## src/rtl/down_cnt60_timer_pkg.sv

```systemverilog
// Shared types and constants for the MM:SS BCD down-counter timer.
package down_cnt60_timer_pkg;

  typedef enum logic [1:0] {
    ST_IDLE    = 2'd0,
    ST_RUN     = 2'd1,
    ST_PAUSE   = 2'd2,
    ST_EXPIRED = 2'd3
  } state_e;

  localparam logic [3:0] LO_MAX = 4'd9;
  localparam logic [2:0] HI_MAX = 3'd5;

  typedef struct packed {
    logic [2:0] mh;
    logic [3:0] ml;
    logic [2:0] sh;
    logic [3:0] sl;
  } mmss_t;

  localparam mmss_t MMSS_ZERO = '0;
  localparam mmss_t MMSS_ONE  = {3'd0, 4'd0, 3'd0, 4'd1};
  localparam mmss_t MMSS_MAX  = {HI_MAX, LO_MAX, HI_MAX, LO_MAX};

  // Out-of-range digits saturate to their digit maximum rather than wrapping.
  function automatic mmss_t clamp_mmss(mmss_t v);
    mmss_t r;
    r.mh = (v.mh > MMSS_MAX.mh) ? MMSS_MAX.mh : v.mh;
    r.ml = (v.ml > MMSS_MAX.ml) ? MMSS_MAX.ml : v.ml;
    r.sh = (v.sh > MMSS_MAX.sh) ? MMSS_MAX.sh : v.sh;
    r.sl = (v.sl > MMSS_MAX.sl) ? MMSS_MAX.sl : v.sl;
    return r;
  endfunction

endpackage

```

## src/rtl/dcnt60_stage.sv

```systemverilog
// One mod-60 BCD down stage (tens 0..5, units 0..9) with load and a
// combinational borrow-out that feeds the next stage's decrement.
module dcnt60_stage
  import down_cnt60_timer_pkg::*;
(
  input  logic       clk_i,
  input  logic       rst_i,
  input  logic       load_i,
  input  logic [2:0] ld_hi_i,
  input  logic [3:0] ld_lo_i,
  input  logic       dec_i,
  output logic [2:0] hi_o,
  output logic [3:0] lo_o,
  output logic       zero_o,
  output logic       bo_o
);

  logic [2:0] hi_q, hi_d;
  logic [3:0] lo_q, lo_d;

  assign zero_o = (hi_q == 3'd0) && (lo_q == 4'd0);
  assign bo_o   = dec_i && zero_o;
  assign hi_o   = hi_q;
  assign lo_o   = lo_q;

  always_comb begin
    hi_d = hi_q;
    lo_d = lo_q;
    if (load_i) begin
      hi_d = ld_hi_i;
      lo_d = ld_lo_i;
    end else if (dec_i) begin
      if (lo_q == 4'd0) begin
        lo_d = LO_MAX;
        hi_d = (hi_q == 3'd0) ? HI_MAX : hi_q - 3'd1;
      end else begin
        lo_d = lo_q - 4'd1;
      end
    end
  end

  always_ff @(posedge clk_i or posedge rst_i) begin
    if (rst_i) begin
      hi_q <= 3'd0;
      lo_q <= 4'd0;
    end else begin
      hi_q <= hi_d;
      lo_q <= lo_d;
    end
  end

endmodule

```

## src/rtl/down_cnt60_timer.sv

```systemverilog
// MM:SS BCD countdown timer with preset, pause/resume, manual step and
// optional auto-reload on expiry. All outputs come straight from flops.
module down_cnt60_timer
  import down_cnt60_timer_pkg::*;
#(
  parameter bit AUTO_RELOAD = 1'b0
) (
  input  logic       CLK,
  input  logic       RST,
  input  logic       CLR,
  input  logic       EN,
  input  logic       DEC,
  input  logic       LOAD,
  input  logic       START,
  input  logic       STOP,
  input  logic [2:0] PMH,
  input  logic [3:0] PML,
  input  logic [2:0] PSH,
  input  logic [3:0] PSL,
  output logic [2:0] QMH,
  output logic [3:0] QML,
  output logic [2:0] QSH,
  output logic [3:0] QSL,
  output logic       BUSY,
  output logic       EXP,
  output logic       DONE,
  output logic       BR
);

  state_e state_q, state_d;
  mmss_t  pre_q, pre_d;
  mmss_t  preset_in, cnt, cnt_ld_val;
  logic   busy_q, exp_q, done_q, done_d, br_q;
  logic   cnt_ld, dec_en, cnt_zero, cnt_one, idle_or_pause;
  logic   sec_zero, sec_bo, min_zero, unused_min_bo;
  logic [2:0] sec_hi, min_hi;
  logic [3:0] sec_lo, min_lo;

  assign preset_in     = clamp_mmss({PMH, PML, PSH, PSL});
  assign cnt           = {min_hi, min_lo, sec_hi, sec_lo};
  assign cnt_zero      = sec_zero && min_zero;
  assign cnt_one       = (cnt == MMSS_ONE);
  assign idle_or_pause = (state_q == ST_IDLE) || (state_q == ST_PAUSE);

  // Seconds borrow drives the minutes decrement; the minutes borrow can only
  // fire from 00:00, which the control never decrements.
  dcnt60_stage u_sec (
    .clk_i  (CLK),
    .rst_i  (RST),
    .load_i (cnt_ld),
    .ld_hi_i(cnt_ld_val.sh),
    .ld_lo_i(cnt_ld_val.sl),
    .dec_i  (dec_en),
    .hi_o   (sec_hi),
    .lo_o   (sec_lo),
    .zero_o (sec_zero),
    .bo_o   (sec_bo)
  );

  dcnt60_stage u_min (
    .clk_i  (CLK),
    .rst_i  (RST),
    .load_i (cnt_ld),
    .ld_hi_i(cnt_ld_val.mh),
    .ld_lo_i(cnt_ld_val.ml),
    .dec_i  (sec_bo),
    .hi_o   (min_hi),
    .lo_o   (min_lo),
    .zero_o (min_zero),
    .bo_o   (unused_min_bo)
  );

  // Strict priority on raw inputs: a higher command masks all lower ones
  // even when it has no effect in the current state.
  always_comb begin
    state_d    = state_q;
    pre_d      = pre_q;
    cnt_ld     = 1'b0;
    cnt_ld_val = pre_q;
    dec_en     = 1'b0;
    done_d     = 1'b0;
    if (CLR) begin
      pre_d      = MMSS_ZERO;
      cnt_ld     = 1'b1;
      cnt_ld_val = MMSS_ZERO;
      state_d    = ST_IDLE;
    end else if (LOAD) begin
      if (state_q != ST_RUN) begin
        pre_d      = preset_in;
        cnt_ld     = 1'b1;
        cnt_ld_val = preset_in;
        state_d    = ST_IDLE;
      end
    end else if (STOP) begin
      if (state_q == ST_RUN) state_d = ST_PAUSE;
    end else if (START) begin
      if (idle_or_pause && !cnt_zero) state_d = ST_RUN;
    end else if (EN && state_q == ST_RUN) begin
      if (cnt_one) begin
        done_d = 1'b1;
        if (AUTO_RELOAD && pre_q != MMSS_ZERO) begin
          cnt_ld = 1'b1;
        end else begin
          dec_en  = 1'b1;
          state_d = ST_EXPIRED;
        end
      end else begin
        dec_en = 1'b1;
      end
    end else if (DEC && idle_or_pause && !cnt_zero) begin
      dec_en = 1'b1;
    end
  end

  always_ff @(posedge CLK or posedge RST) begin
    if (RST) begin
      state_q <= ST_IDLE;
      pre_q   <= MMSS_ZERO;
      busy_q  <= 1'b0;
      exp_q   <= 1'b0;
      done_q  <= 1'b0;
      br_q    <= 1'b0;
    end else begin
      state_q <= state_d;
      pre_q   <= pre_d;
      busy_q  <= (state_d == ST_RUN);
      exp_q   <= (state_d == ST_EXPIRED);
      done_q  <= done_d;
      br_q    <= sec_bo;
    end
  end

  assign QMH  = min_hi;
  assign QML  = min_lo;
  assign QSH  = sec_hi;
  assign QSL  = sec_lo;
  assign BUSY = busy_q;
  assign EXP  = exp_q;
  assign DONE = done_q;
  assign BR   = br_q;

endmodule
```

## config.mk

```make
export PLATFORM = sky130hd
export DESIGN_NAME = down_cnt60_timer
export DESIGN_NICKNAME = d
export VERILOG_FILES = /design/src/rtl/down_cnt60_timer_pkg.sv /design/src/rtl/dcnt60_stage.sv /design/src/rtl/down_cnt60_timer.sv
export SDC_FILE = /design/constraint.sdc
export NUM_CORES = 1
export LEC_CHECK = 0
export BUFFER_PORTS_ARGS = -buffer_cell sky130_fd_sc_hd__buf_2
export CAP_MARGIN = 10
export CORE_MARGIN = 2
export CORE_UTILIZATION = 55
export DETAILED_ROUTE_END_ITERATION = 8
export GPL_ROUTABILITY_DRIVEN = 0
export PLACE_DENSITY = 0.85
export RECOVER_POWER = 50
export SKIP_CTS_REPAIR_TIMING = 1
export SLEW_MARGIN = 20
export SYNTH_ARGS = -nofsm -noshare
export SYNTH_HDL_FRONTEND = slang
export SYNTH_HIERARCHICAL = 1
export SYNTH_SLANG_ARGS = --single-unit
```

## constraint.sdc

```tcl
create_clock -name CLK -period 9.1 [get_ports CLK]
set_input_delay 0.455 -clock CLK [delete_from_list [all_inputs] [get_ports CLK]]
set_output_delay 0.455 -clock CLK [all_outputs]
set_load 0.01 [all_outputs]
```

==> flow_summary.toml, run 1 <==
[status]
status = "complete, no violations"

[power_and_ir_drop]
powerDensity_mw_per_mm2 = 177
leakagePower_nw = 0.937
irDropWorstVdd_mv = 0.153

[setup_path]
critPathRequiredTime_ns = 9.34
worstSetupEndpointType = "flip-flop"
arrival_ns = 3.44
cp_max_fo = 6
path_class = "flip-flop to flip-flop"
cp-start-kind = "flip-flop"

[floorplanning]
initial_core_util_pct = 58.0
core_area_sq_mm = 0.00308
fp.dieW_um = 61.0
row_count = 20
die_area_sq_mm = 0.00372
ios = 40
die_y_um = 61.0

[placement]
portBuffers = 39
dp_hpwl_um = 2920
place_ws_ns = 5.99
dp.cells = 266

[sta]
slew-limit-headroom_pct = 46.5
grt_setup_unrepaired = "no"
worstMarginPinSlew_ns = 0.802
hold_violations = 0
drv_slew = 0
finClkSkew_ns = 0.00615
finalCritPeriodShare_pct = 35.2
worst_slack_ns = 5.90
fin_tns_setup_ns = 0
fin_crit_ns = 3.20
setup_viol = 0
fmax_ghz = 0.313

[drt]
first_iter_violations = 93
ant_nets = 0
vias_per_cell = 5.65
num_vias = 1547
post-route-drc-count = 0
finalWirelength_um = 4020
wl_per_cell_um = 14.7
first_pass_iters = 4

[layout]
final_common_cell = "dfrtp_1"
final_layout_size_suffix_gt1_share_pct = 21.7
diodes = 0
area_delta_synth_final_pct = 17.8
nets = 253
postLayoutCoreUtil_pct = 68.3
layout.cells.non_filler = 274
layout_common_cells = "34 x dfrtp_1, 31 x nand2_1, 29 x buf_2, 19 x a21oi_1, 13 x nor3_1"

[flow_run]
cap_violations = 0

[grt]
grt_pass1_wl_um = 6860
grt_pass1_vias = 1519
grt_max_degree = 21
gr-total-overflow = 0
antenna_found_initial = 0
grt_use_total_pct = 25.6

[cts]
insertion_delay_ns = 0.34
cts_buffers = 5
cts_tree = "done"
clock_path_buffers = 2
cts_root_buf = "clkbuf_4"
clkSlewWorstSetupHoldPaths_ns = 0.11
htree_levels = 2
clock-sinks = 34

[hold_path]
min_path_type = "input port to async pin"

[synthesis]
avgSynthCellArea_sq_um = 9.44
synth_area_sq_mm = 0.00178
synthCells = 189
ys.warnings.count = 6
synth_nets = 213
[per-stage QoR]
stage	hold slack, ns	total power [mW]	area, sq um
2_1_floorplan	0.258	0.213	1780
3_3_place_gp	0.422	0.233	2010
3_5_place_dp	0.430	0.234	2010
4_1_cts	0.0393	0.375	2110
5_1_grt	0.0359	0.393	2100
6_report	0.0504	0.373	2100
[metal layers]
metal,GRT usage [%],share of wire (%),up-vias,routed length (um)
met2,40.7,46,66,1850
met1,34.2,46,721,1850
met4,8.39,1.1,0,46
met3,6.82,6.9,5,277
met5,0,0,-,0
li1,-,-,755,-
[report_power, final]
part,internal [mW],leakage [nW],switching [mW]
registers,0.161,0.451,0.0141
clock network,0.0859,0.0554,0.0552
logic,0.0233,0.431,0.0333
total,0.270,0.937,0.103
[layout make-up]
cell class | count | area (sq um)
clock buffer | 5 | 37.5
clock inverter | 3 | 68.8
fill | 262 | 976
inverter | 8 | 30.0
multi-input combinational | 141 | 877
sequential | 34 | 851
tap | 44 | 55.1
timing repair buffer | 39 | 183
[final timing paths]
path	from	end	slack [ns]	cells past startpoint
max	u_sec/hi_o[0]	u_min/hi_o[0]	5.90	12
min	RST	u_min/lo_o[0]	0.05	2
max reg2reg	u_sec/hi_o[0]	u_min/hi_o[0]	5.90	12
min reg2reg	pre_q[5]	pre_q[5]	0.54	2
max in group asynchronous	RST	pre_q[1]	8.33	2
min in group CLK	PMH[2]	pre_q[13]	0.40	3
[sequential cells by signal (all words and copies together), names as in the netlist]
signal / cells
BR: 1
state_q: 2
BUSY: 1
u_sec/hi_o: 3
u_min/lo_o: 4
u_sec/lo_o: 4
EXP: 1
DONE: 1
u_min/hi_o: 3
pre_q: 14
[worst max-delay path, cell delays in order (launching register included)]
cell,delay [ns]
dfrtp_1,0.48
nor2_1,0.09
ha_1,0.18
nand2_1,0.07
nor3_1,0.06
a21oi_1,0.20
a21oi_1,0.09
nor3_1,0.41
or3b_4,0.47
nor2_1,0.30
or3b_4,0.44
o31ai_1,0.21
a2bb2oi_1,0.09
Power figures use the tool's default switching activity.
==> run 2, diff against run 1 <==
--- a/config.mk
+++ b/config.mk
@@ -8,10 +8,10 @@
 export BUFFER_PORTS_ARGS = -buffer_cell sky130_fd_sc_hd__buf_2
 export CAP_MARGIN = 10
 export CORE_MARGIN = 2
-export CORE_UTILIZATION = 55
+export CORE_UTILIZATION = 53
 export DETAILED_ROUTE_END_ITERATION = 8
 export GPL_ROUTABILITY_DRIVEN = 0
-export PLACE_DENSITY = 0.85
+export PLACE_DENSITY = 0.82
 export RECOVER_POWER = 50
 export SKIP_CTS_REPAIR_TIMING = 1
 export SLEW_MARGIN = 20
==> constraint.sdc (replaced) <==
create_clock -name CLK -period 3.2 [get_ports CLK]
set_input_delay 0.16 -clock CLK [delete_from_list [all_inputs] [get_ports CLK]]
set_output_delay 0.16 -clock CLK [all_outputs]
set_load 0.01 [all_outputs]
==> flow_summary.toml, run 2 (synthesis gave the netlist of run 1 again) <==
[status]
status = "complete, no violations"

[power_and_ir_drop]
leakagePower_nw = 0.932
powerDensity_mw_per_mm2 = 436
irDropWorstVdd_mv = 0.266
power_mw = 0.909

[setup_path]
critPathRequiredTime_ns = 3.46
path_class = "flip-flop to flip-flop"
worstSetupEndpointType = "flip-flop"
slowest_delay_ns = 0.45
cp_max_fo = 6
r2r_slack_ns = 0.37
crit_chain = "nor2_1 > ha_1 > nand2_1 > nor3_1 > a21oi_1 > a21oi_1 > nor3_1 > or3b_4 > nor2_1 > buf_4 > nor3b_2 > a41oi_1 > a2bb2oi_1"
cp-start-kind = "flip-flop"
reg2reg_depth = 13
arrival_ns = 3.09
crit_path_top_delay_cell = "dfrtp_1"

[grt]
gr-total-overflow = 0
grt_use_total_pct = 23.5
grt_pass1_vias = 1436
grt_max_degree = 21
antenna_found_initial = 0
grt_pass1_wl_um = 6510

[sta]
worst_slack_ns = 0.370
drv_slew = 0
finClkSkew_ns = 0.00527
grt_setup_unrepaired = "no"
finalCritPeriodShare_pct = 88.4
slew-limit-headroom_pct = 47.4
fmax_ghz = 0.353
setup_viol = 0
hold_violations = 0
worstMarginPinSlew_ns = 0.789
fin_tns_setup_ns = 0
fin_crit_ns = 2.83
hold-worst-slack_ns = 0.107

[drt]
post-route-drc-count = 0
wl_per_cell_um = 14.3
num_vias = 1534
vias_per_cell = 5.50
finalWirelength_um = 4000
first_iter_violations = 110
first_pass_iters = 4
ant_nets = 0

[hold_path]
worstHoldPathCells = 3
min_path_type = "input port to flip-flop"

[layout]
postLayoutCellArea_sq_mm = 0.00208
top_register = "pre_q"
seq_area_sq_um = 851
fill_cells = 296
area_delta_synth_final_pct = 16.8
nets = 256
largest_register_ffs = 14
layout.cells.non_filler = 279
final_layout_size_suffix_gt1_share_pct = 21.9
layout_common_cells = "34 x dfrtp_1, 31 x nand2_1, 29 x buf_2, 19 x a21oi_1, 13 x nor3_1"
final_common_cell = "dfrtp_1"
diodes = 0
postLayoutCoreUtil_pct = 63.4
multiInputGateArea_sq_um = 877

[cts]
clkSlewWorstSetupHoldPaths_ns = 0.10
cts_root_buf = "clkbuf_4"
clock_path_buffers = 2
cts_tree = "done"
htree_levels = 2
clock-sinks = 34
insertion_delay_ns = 0.33
cts_buffers = 5

[floorplanning]
ios = 40
die_area_sq_mm = 0.00385
row_count = 21
core_area_sq_mm = 0.00328
initial_core_util_pct = 54.3
fp.dieW_um = 62.0
die_y_um = 62.0

[placement]
dp_hpwl_um = 2960
portBuffers = 39
place_ws_ns = 0.470
postPlaceCellArea_sq_mm = 0.00203
dp.cells = 270

[flow_run]
cap_violations = 0
-- run 2: cell count changes in the layout (fill, tap and decap cells not counted), sizes merged --
| cell | delta |
|---|---|
| clkbuf | +2 |
| bufinv | -2 |
| dlygate4sd3 | +1 |
| buf | +2 |
-- run 2: final timing paths --
kind                                  to          start
setup / recovery           u_min/hi_o[1]  u_sec/hi_o[0]
hold / removal                  pre_q[6]         PSH[2]
min in group asynchronous  u_min/lo_o[2]            RST
max in group asynchronous       pre_q[4]            RST
hold reg to reg                 pre_q[3]       pre_q[3]
setup reg to reg           u_min/hi_o[1]  u_sec/hi_o[0]
-- run 2: critical path: cells and delay by family (launching register included) --
| family | cells | cell delay (ns) |
|---|---|---|
| AND/OR/NAND/NOR | 7 | 1.34 |
| buffers and inverters | 1 | 0.16 |
| AO/OA/AOI/OAI | 4 | 0.63 |
| flip-flops | 1 | 0.45 |
| adder cells (fa/ha/maj) | 1 | 0.18 |
-- run 2: power breakdown --
group          switching, mW  internal [mW]  total [mW]
clock network          0.143          0.106       0.250
logic                 0.0943         0.0675       0.162
registers             0.0405          0.457       0.498
total                  0.278          0.631       0.909
-- run 2: layout make-up --
type / count / area share, %
multi-input combinational: 141 / 42.1
clock inverter: 1 / 0.240
inverter: 8 / 1.44
timing repair buffer: 42 / 9.97
sequential: 34 / 40.8
clock buffer: 7 / 2.64
tap: 46 / 2.76
-- run 2: metal layers --
layer,vias up,track usage [%],share of wire (%)
met5,-,0,0
met4,0,8.21,1.7
met3,6,6.42,4.8
met2,54,35.6,44
met1,705,32.7,49
li1,769,-,-
